File: src/rtl/reorder_buffer.sv
// Circular reorder buffer: allocates tags at dispatch, captures CDB results,
// answers operand-readiness queries and retires or flushes in program order.
module reorder_buffer #(
    parameter int ROB_SZ = 8,
    parameter int TAG_W  = $clog2(ROB_SZ + 1)
) (
    input  logic             clock,
    input  logic             reset_n,
    input  logic             dispatch_valid,
    input  logic             dispatch_rd_valid,
    input  logic [4:0]       dispatch_dest_reg,
    input  logic [31:0]      dispatch_pc,
    output logic             rob_full,
    output logic             rob_empty,
    output logic [TAG_W-1:0] tail_tag,
    input  logic             cdb_valid,
    input  logic [TAG_W-1:0] cdb_tag,
    input  logic [31:0]      cdb_value,
    input  logic             cdb_mispredict,
    input  logic [31:0]      cdb_target,
    input  logic [TAG_W-1:0] query_tag_a,
    input  logic [TAG_W-1:0] query_tag_b,
    output logic             query_ready_a,
    output logic             query_ready_b,
    output logic [31:0]      query_value_a,
    output logic [31:0]      query_value_b,
    output logic             retire_valid,
    output logic [TAG_W-1:0] retire_tag,
    output logic             retire_rd_valid,
    output logic [4:0]       retire_dest_reg,
    output logic [31:0]      retire_value,
    output logic             flush,
    output logic [31:0]      flush_pc
);

    localparam int PTR_W = $clog2(ROB_SZ);
    localparam logic [TAG_W-1:0] ZERO_REG = '0;
    localparam logic [TAG_W-1:0] MAX_TAG  = TAG_W'(ROB_SZ);
    localparam logic [PTR_W:0]   FULL_CNT = (PTR_W + 1)'(ROB_SZ);

    logic [ROB_SZ-1:0]        e_valid, e_complete, e_mispredict, e_rd_valid;
    logic [ROB_SZ-1:0][4:0]   e_dest;
    logic [ROB_SZ-1:0][31:0]  e_pc, e_value, e_target;

    logic [PTR_W-1:0] head, tail;
    logic [PTR_W:0]   count;

    logic             alloc;
    logic             cdb_hit;
    logic [PTR_W-1:0] cdb_idx;
    logic [32:0]      look_a, look_b;
    logic             unused_pc;

    // PC is kept per entry for debug/exception use; nothing in this block reads it
    assign unused_pc = ^e_pc;

    assign rob_full  = (count == FULL_CNT);
    assign rob_empty = (count == '0);
    assign tail_tag  = TAG_W'(tail) + TAG_W'(1);

    assign retire_valid = e_valid[head] && e_complete[head];
    assign flush        = retire_valid && e_mispredict[head];
    assign alloc        = dispatch_valid && !rob_full && !flush;

    assign cdb_idx = PTR_W'(cdb_tag - TAG_W'(1));
    assign cdb_hit = cdb_valid && (cdb_tag != ZERO_REG) && (cdb_tag <= MAX_TAG)
                     && e_valid[cdb_idx];

    // retire/flush data is zeroed when not retiring so idle outputs stay quiet
    assign retire_tag      = retire_valid ? TAG_W'(head) + TAG_W'(1) : '0;
    assign retire_rd_valid = retire_valid && e_rd_valid[head];
    assign retire_dest_reg = retire_valid ? e_dest[head]   : '0;
    assign retire_value    = retire_valid ? e_value[head]  : '0;
    assign flush_pc        = flush        ? e_target[head] : '0;

    function automatic logic [32:0] lookup(input logic [TAG_W-1:0] tag);
        logic [PTR_W-1:0] idx;
        idx = PTR_W'(tag - TAG_W'(1));
        if (tag == ZERO_REG)
            return {1'b1, 32'h0};
        if (cdb_valid && (cdb_tag == tag))
            return {1'b1, cdb_value};
        if ((tag <= MAX_TAG) && e_valid[idx] && e_complete[idx])
            return {1'b1, e_value[idx]};
        return '0;
    endfunction

    always_comb begin
        look_a = lookup(query_tag_a);
        look_b = lookup(query_tag_b);
    end

    assign query_ready_a = look_a[32];
    assign query_value_a = look_a[31:0];
    assign query_ready_b = look_b[32];
    assign query_value_b = look_b[31:0];

    always_ff @(posedge clock or negedge reset_n) begin
        if (!reset_n) begin
            e_valid      <= '0;
            e_complete   <= '0;
            e_mispredict <= '0;
            head         <= '0;
            tail         <= '0;
            count        <= '0;
        end else if (flush) begin
            e_valid      <= '0;
            e_complete   <= '0;
            e_mispredict <= '0;
            head         <= '0;
            tail         <= '0;
            count        <= '0;
        end else begin
            if (cdb_hit) begin
                e_complete[cdb_idx]   <= 1'b1;
                e_mispredict[cdb_idx] <= cdb_mispredict;
            end
            if (alloc) begin
                e_valid[tail]      <= 1'b1;
                e_complete[tail]   <= 1'b0;
                e_mispredict[tail] <= 1'b0;
                tail               <= tail + PTR_W'(1);
            end
            // head clear is last so it wins over a late CDB to the retiring entry
            if (retire_valid) begin
                e_valid[head]      <= 1'b0;
                e_complete[head]   <= 1'b0;
                e_mispredict[head] <= 1'b0;
                head               <= head + PTR_W'(1);
            end
            case ({alloc, retire_valid})
                2'b10:   count <= count + (PTR_W + 1)'(1);
                2'b01:   count <= count - (PTR_W + 1)'(1);
                default: ;
            endcase
        end
    end

    // payload is only observable through valid/complete-gated paths, so no reset
    always_ff @(posedge clock) begin
        if (alloc) begin
            e_rd_valid[tail] <= dispatch_rd_valid;
            e_dest[tail]     <= dispatch_dest_reg;
            e_pc[tail]       <= dispatch_pc;
        end
        if (cdb_hit) begin
            e_value[cdb_idx]  <= cdb_value;
            e_target[cdb_idx] <= cdb_target;
        end
    end

endmodule

File: config.mk
export PLATFORM = sky130hd
export DESIGN_NAME = reorder_buffer
export DESIGN_NICKNAME = d
export VERILOG_FILES = /design/src/rtl/reorder_buffer.sv
export SDC_FILE = /design/constraint.sdc
export NUM_CORES = 1
export LEC_CHECK = 0
export CAP_MARGIN = 15
export CORE_AREA = 2 2 320 322
export CTS_CLUSTER_DIAMETER = 120
export CTS_CLUSTER_SIZE = 24
export DETAILED_ROUTE_END_ITERATION = 10
export DIE_AREA = 0 0 322 324
export GPL_ROUTABILITY_DRIVEN = 1
export PLACE_DENSITY = 0.45
export SLEW_MARGIN = 20
export SYNTH_ARGS = -nofsm -noshare
export SYNTH_HDL_FRONTEND = slang
export SYNTH_SLANG_ARGS = --single-unit
File: constraint.sdc
create_clock -name clock -period 11.9 [get_ports clock]
set_input_delay 2.38 -clock clock [delete_from_list [all_inputs] [get_ports clock]]
set_output_delay 2.38 -clock clock [all_outputs]
set_load 0.1 [all_outputs]
# ---- Word-level counts from Yosys, hierarchy flattened
# Index checks and enable logic that the tools add are counted.
dict set report totals {
  register_bits 594
  word_cells 184
}
dict set report classes {
  bitwise_logic 9
  n_addsub 9
  n_eq_ne 5
  muxes 93
  order_cmp 11
  n_reduce_logical 26
}
# op n
set ops {}
lappend ops {{$bwmux 256} 2}
lappend ops {{$mux 33} 12}
lappend ops {{$bmux 32 s3} 4}
lappend ops {{$mux 32} 7}
lappend ops {{$mux 8} 16}
lappend ops {{$demux 32 s3} 1}
lappend ops {{$and 8x8->8} 5}
lappend ops {{$bwmux 40} 1}
lappend ops {{$bmux 1 s3} 9}
lappend ops {{$mux 1} 24}
lappend ops {{$lt 3x4->1 const B} 5}
lappend ops {{$logic_and 1x1->1} 17}
lappend ops {{$bwmux 8} 2}
lappend ops {{$not 8->8} 2}
lappend ops {{$or 8x8->8} 2}
lappend ops {{$bmux 5 s3} 1}
lappend ops {{$demux 5 s3} 1}
lappend ops {{$mux 5} 3}
lappend ops {{$le 4x4->1 const B} 3}
lappend ops {{$logic_not 4->1} 3}
lappend ops {{$mux 3} 4}
lappend ops {{$demux 1 s3} 3}
lappend ops {{$ge 3x1->1 const B} 3}
lappend ops {{$sub 3x1->3 const B} 3}
lappend ops {{other kinds (14)} 20}

# ---- Depth between registers and ports, before layout
# Gate-level depths: netlist of the first run.
dict set report depth {
  depth_word 14
  depth_mapped 13
  ltp_nobuf 10
}

# ---- Least setup slack after synthesis of the first run
# No wires, ideal clock.
dict set report synth_timing {
  path_type {input port to output port}
  startpoint {input query_tag_a[0]}
  endpoint {output query_value_a[10]}
  arrival_ps 6567
  required_ps 9520
  path_buffers 5
  stages 10
  slack_ps 2953
  path_cell_list {buf_2 buf_2 buf_2 inv_1 ha_1 clkbuf_1 clkbuf_1 mux4_2 mux2i_1 o21ai_0}
}
dict set report synth_between {
  elab_chain_cells 11
}
# item line_no
set synth_lines {}
lappend synth_lines {{start: declaration} 21} ;# input logic [TAG_W-1:0] query_tag_a,
lappend synth_lines {{$sub 3x1->3} 78} ;# idx = PTR_W'(tag - TAG_W'(1));
lappend synth_lines {{$bmux 1 s3} 83} ;# if ((tag <= MAX_TAG) && e_valid[idx] && e_complete[idx])
lappend synth_lines {{$mux 1 (implied by the code)} 83}
lappend synth_lines {{$logic_and 1x1->1 (2 in a row)} 83}
lappend synth_lines {{$mux 1 (2 in a row)} 83}
lappend synth_lines {{$mux 1} 81} ;# if (cdb_valid && (cdb_tag == tag))
lappend synth_lines {{$mux 33} 85} ;# return '0;
lappend synth_lines {{$mux 33} 83}
lappend synth_lines {{$mux 33 *} 81}
lappend synth_lines {{end: declaration} 25} ;# output logic [31:0] query_value_a,
# Every way passes the cells marked *; elsewhere a longest branch is shown, timed or not. The select of a mux whose other input is x is not followed.

# ---- Final worst setup path of the first run
dict set report layout_timing {
  startpoint {input query_tag_b[0]}
  endpoint {output query_value_b[5]}
}
dict set report layout_between {
  elab_chain_cells 11
}
# item line_no
set layout_lines {}
lappend layout_lines {{start: declaration} 22} ;# input logic [TAG_W-1:0] query_tag_b,
lappend layout_lines {{$sub 3x1->3} 78}
lappend layout_lines {{$bmux 1 s3} 83}
lappend layout_lines {{$mux 1 (implied by the code)} 83}
lappend layout_lines {{$logic_and 1x1->1 (2 in a row)} 83}
lappend layout_lines {{$mux 1 (2 in a row)} 83}
lappend layout_lines {{$mux 1} 81}
lappend layout_lines {{$mux 33} 85}
lappend layout_lines {{$mux 33} 83}
lappend layout_lines {{$mux 33 *} 81}
lappend layout_lines {{end: declaration} 26} ;# output logic [31:0] query_value_b,
# Marked as above.

==> results.yml, run 1 <==
die:
  pin_count: 267
  start_util_pct: 27.7
  die_w_um: 322
  core_area_sq_mm: 0.101
  die_area_sq_mm: 0.104
  row_count: 117
  die_h_um: 324
setup_path:
  reg2reg_to: "e_dest[15]$_DFFE_PP_"
  path_cells: "buf_4 -> inv_1 -> ha_4 -> mux4_2 -> nand3_2 -> o21ai_0 -> clkdlybuf4s50_1"
  end_kind: "output port"
  crit_start: "query_tag_b[0]"
  reg2reg_depth: 6
  r2r-start: "head[1]$_DFFE_PN0P_"
  crit_slowest_cell: "clkdlybuf4s50_1"
  critPathRequiredTime_ns: 9.52
  critPathKind: "input pin to output port"
  max_stage_delay_ns: 1.24
  cp-start-kind: "input pin"
  reg2reg_slack_ns: 7.37
  critPathMaxFanout: 35
  cp.arrival_ns: 6.81
power_and_ir_drop:
  power_leakage_nw: 10.5
  p_switching_mw: 2.42
  pwr-share-comb_pct: 39.2
  power_mw: 6.13
  p_per_area_mw_per_mm2: 187
  pwr-share-seq_pct: 41.3
  vdd_drop_max_mv: 0.164
  clkPwrFrac_pct: 19.4
  p_int_mw: 3.71
  p_sw_share_pct: 39.4
min_path:
  hold_start: "e_complete[2]$_DFF_PN0_"
  hold-path-endpoint: "e_complete[2]$_DFF_PN0_"
  hold_class: "flop to flop"
  hold_path_depth: 2
timing:
  layout_min_cycle_time_ns: 9.19
  timing.final.ws_setup_ns: 2.71
  finalHoldViolCount: 0
  period_share_pct: 77.2
  slew_viol_final: 0
  rsz0062_at_grt: "false"
  setup_viol: 0
  fmax_mhz: 109
  relSlewSlack_pct: 18.8
  fin_tns_setup_ns: 0
  skew_ns: 0.0246
  worst-slew-pin-transition_ns: 1.21
finish:
  fill_cells: 9702
  drive_above_1_share_pct: 21.0
  final_cell_area_sq_mm: 0.0327
  syn_to_final_growth_pct: 16.9
  antennaDiodeCount: 0
  nNetsFinal: 1884
  final_util_pct: 32.4
routing:
  vias: 15600
  totalWireLength_um: 82200
  ant_nets: 0
  vias_per_cell: 5.05
  dr_wl_met3_um: 5420
  wire_per_inst_um: 26.7
  top_layer: "met5"
  drc_errors: 0
  met2_length_um: 41100
  firstDrtPassIters: 5
  drt-met1-wl_um: 34000
  drtIter0Drc: 1132
cts:
  ctsResizeCount: 0
  htreeDepth: 1
  cts_setup_buffers: 0
  cts_tree: "built"
  cts.sinks: 594
  cts_hold_buf: 0
  clk_latency_ns: 0.65
  cts_buffer_depth: 3
  cts.root.buffer_cell: "clkbuf_16"
  cts_buffers: 31
  path_clk_slew_ns: 0.09
placement:
  io_buffers: 234
  place_area_sq_mm: 0.0318
  place_hpwl_um: 47600
  post-place-ws_ns: 2.45
  gp_congestion: 0.744
synthesis:
  ys.flop_type: "edfxtp_1"
  synth_area_leader_cell: "edfxtp_1"
  ys_ff_latch: 594
  synth-edff-count: 560
  yosys_warnings: 0
  yosysSeqAreaShare_pct: 63.1
  avgSynthCellArea_sq_um: 17.9
  synth.top_cells.by_area: "edfxtp_1 (60%), mux4_2 (21%), mux2i_1 (5.5%)"
  synth_top_area_share_pct: 60.0
  netlist-cell-type-count: 53
  netlist_instances: 1569
  syn_area_sq_mm: 0.0280
  synth-async-reset-ratio_pct: 5.72
  syn_nets: 1697
global_route:
  overflow: 0
  grt_pass1_wl_um: 119000
  grt_pass1_vias: 16800
  track_usage_pct: 15.7
  antenna_found_initial: 6
  grt_max_degree: 58
status:
  outcome: "finished clean"
run:
  maxCapViolations: 0
==> layer usage <==
metal	global-route usage, %	vias up
li1	-	6758
met1	20.0	8294
met2	27.3	408
met3	3.65	95
met4	3.09	12
met5	0	-
==> cell usage in the layout, fill, tap and decap left out, drive strengths merged, types with 4 or more instances in the layout <==
cell type,Yosys,routed
nand2,90,90
dfrtp,34,34
edfxtp,560,560
inv,17,23
xor2,11,11
o21ai,82,82
a21oi,16,16
nor2b,12,12
xnor2,8,8
clkbuf,51,42
mux4,261,261
ha,9,9
and3,5,5
o31ai,4,4
mux2i,153,153
a22o,6,6
nor3,9,9
o21a,9,9
nand2b,8,8
nand3,13,13
clkdlybuf4s50,0,226
nor2,111,111
buf,60,39
a211oi,6,6
a2111oi,7,7
nor4,5,5
==> cell usage after synthesis, types with 12 or more instances <==
library cell	n
inv_1	16
mux4_2	261
a21oi_1	16
nand3_1	13
nor2_1	111
nand2_1	89
edfxtp_1	560
o21ai_0	82
buf_2	45
nor2b_1	12
dfrtp_1	34
clkbuf_1	50
mux2i_1	153
==> stage by stage <==
step	cells	hold slack, ns
2_1_floorplan	1569	0.457
3_3_place_gp	3032	0.486
3_5_place_dp	3032	0.497
4_1_cts	3083	0.515
5_1_grt	3083	0.560
6_report	3083	0.507
==> logic make-up (layout without fill, tap and decap cells) <==
| logic type | count (synthesis) | after routing | share of synthesized area [%] |
|---|---|---|---|
| buffers and inverters | 129 | 334 | 2.11 |
| and+or+nand+nor | 259 | 259 | 4.16 |
| DFF | 594 | 594 | 63.1 |
| xor gates and xnor gates | 19 | 19 | 0.648 |
| muxes | 416 | 416 | 26.5 |
| AOI/OAI and AO/OA | 143 | 143 | 3.06 |
| adders and majority gates | 9 | 9 | 0.402 |
==> worst max path at each step <==
stage                         to  slack (ns)
6_report        query_value_b[5]        2.71
2_1_floorplan  query_value_a[10]        2.95
4_1_cts        query_value_a[29]        2.45
5_1_grt        query_value_a[29]        2.40
3_5_place_dp   query_value_a[29]        2.45
3_3_place_gp   query_value_a[29]        2.48
==> area by class of cell <==
type                    count  area, sq um  area share, %
flip-flops and latches    594        17700           54.0
multi-input cells         846         9860           30.1
repair buffers            265         2550           7.79
well taps                1309         1640           5.00
clock buffers              42          817           2.50
clock inverters             9          111          0.340
inverters                  18         80.1          0.245
==> worst max-delay path: cells and delay by family <==
kind,cells,cell delay [ns]
mux,1,0.35
buf+inv,3,2.02
simple gates,1,0.72
fa+ha+maj,1,0.64
compound gates,1,0.66
==> flip-flops by register name (all words and copies together), names as in the netlist, 4 cells and up <==
signal / flops
e_mispredict: 8
e_rd_valid: 8
e_value: 256
e_complete: 8
e_valid: 8
e_target: 256
e_dest: 40
count: 4
==> power groups by stage <==
stage / Sequential, mW / Clock, mW / Combinational [mW]
after floorplan: 2.49 / 0 / 1.86
after global placement: 2.58 / 0 / 2.45
after detailed placement: 2.59 / 0 / 2.45
after CTS: 2.54 / 1.24 / 2.46
after global routing: 2.56 / 1.31 / 2.56
final: 2.54 / 1.19 / 2.41
No activity file was read; power rests on OpenSTA's default activity.
==> run 2, diff against run 1 <==
Clock period 11.9 ns to 8.46 ns, I/O delays scaled along.
==> results.yml, run 2 (synthesized netlist as in run 1, its figures left out) <==
die:
  pin_count: 267
  row_count: 117
  die_h_um: 324
  die_area_sq_mm: 0.104
  core_area_sq_mm: 0.101
  die_w_um: 322
  start_util_pct: 27.7
global_route:
  track_usage_pct: 15.6
  antenna_found_initial: 8
  grt_max_degree: 53
  grt_pass1_wl_um: 118000
  grt_pass1_vias: 16600
  overflow: 0
finish:
  final_common_cell: "edfxtp_1"
  syn_to_final_growth_pct: 16.2
  fill_cells: 9778
  stdcell_count: 3085
  layout_common_cells: "edfxtp_1 (560), mux4_2 (261), clkdlybuf4s50_1 (163), mux2i_1 (153), nor2_1 (109)"
  antennaDiodeCount: 0
  largestRegisters: "e_target: 256 flops, e_value: 256 flops, e_dest: 40 flops"
  drive_above_1_share_pct: 24.5
  multi_input_area_sq_mm: 0.00985
  regArea_sq_mm: 0.0177
  nNetsFinal: 1887
routing:
  totalWireLength_um: 82600
  firstDrtPassIters: 5
  vias: 15600
  ant_nets: 0
  drtIter0Drc: 1160
  drc_errors: 0
  vias_per_cell: 5.05
  wire_per_inst_um: 26.8
status:
  outcome: "finished clean"
run:
  maxCapViolations: 0
timing:
  holdWs_ns: 0.523
  fmax_mhz: 143
  fin_tns_setup_ns: 0
  timing.final.ws_setup_ns: 1.44
  finalHoldViolCount: 0
  relSlewSlack_pct: 22.9
  worst-slew-pin-transition_ns: 1.15
  skew_ns: 0.0237
  layout_min_cycle_time_ns: 7.02
  period_share_pct: 82.9
  rsz0062_at_grt: "false"
  slew_viol_final: 0
  setup_viol: 0
cts:
  cts_buffer_depth: 3
  cts.sinks: 594
  htreeDepth: 1
  path_clk_slew_ns: 0.10
  cts_tree: "built"
  cts_setup_buffers: 0
  cts.root.buffer_cell: "clkbuf_16"
  cts_hold_buf: 0
  cts_buffers: 30
  clk_latency_ns: 0.64
  ctsResizeCount: 0
placement:
  gp_congestion: 0.743
  post-place-ws_ns: 1.60
  placed_cells: 3036
  place_hpwl_um: 49200
  io_buffers: 234
setup_path:
  cp-start-kind: "flop"
  critPathKind: "flop to output port"
  critPathMaxFanout: 35
  cp.arrival_ns: 5.32
  critPathRequiredTime_ns: 6.77
  end_kind: "output port"
  reg2reg_depth: 6
min_path:
  hold_path_depth: 1
  hold_class: "flop to flop"
power_and_ir_drop:
  power_leakage_nw: 10.6
  p_per_area_mw_per_mm2: 263
  vdd_drop_max_mv: 0.168
## run 2: worst max-delay path, stage by stage, from the launching register on
cell and delay (ns):
dfrtp_4 1.00, mux4_2 0.44, a211o_2 0.64, buf_4 0.43, a2111oi_0 0.84, clkdlybuf4s50_1 1.31
## run 2: through the flow
stage	power [mW]	util, %	cell area, sq um
after detailed placement	7.07	31.4	31700
after floorplan	6.12	-	28000
after CTS	8.72	32.2	32600
after global routing	8.95	32.2	32500
final	8.56	32.2	32500
after global placement	7.06	31.4	31700
## run 2: layout make-up
cell class	instances	share of cell area [%]
multi-input combinational	846	30.3
tap	1309	5.03
inverter	18	0.246
clock buffer	42	2.45
clock inverter	7	0.254
timing repair buffer	269	7.44
sequential	594	54.3
## run 2: final timing paths
kind / start / endpoint / slack, ns
setup / recovery: head[2]$_DFFE_PN0P_ / retire_value[3] / 1.44
hold / removal: count[3]$_DFFE_PN0P_ / count[3]$_DFFE_PN0P_ / 0.52
setup reg to reg: head[1]$_DFFE_PN0P_ / e_dest[34]$_DFFE_PP_ / 3.76
hold reg to reg: count[3]$_DFFE_PN0P_ / count[3]$_DFFE_PN0P_ / 0.52
max in group asynchronous: reset_n / head[0]$_DFFE_PN0P_ / 6.59
min in group asynchronous: reset_n / tail[1]$_DFFE_PN0P_ / 1.49
## run 2: routing by layer
| layer | part of all wire (%) | global-route usage [%] |
|---|---|---|
| met5 | 0.11 | 0 |
| met4 | 1.7 | 2.65 |
| met3 | 5.9 | 2.85 |
| met2 | 50 | 27.3 |
| met1 | 43 | 20.6 |
## run 2: power breakdown
part | switching, mW | total (mW) | internal, mW
sequential | 0.205 | 3.58 | 3.38
clock | 0.953 | 1.63 | 0.674
combinational | 2.22 | 3.36 | 1.13
total | 3.38 | 8.56 | 5.18
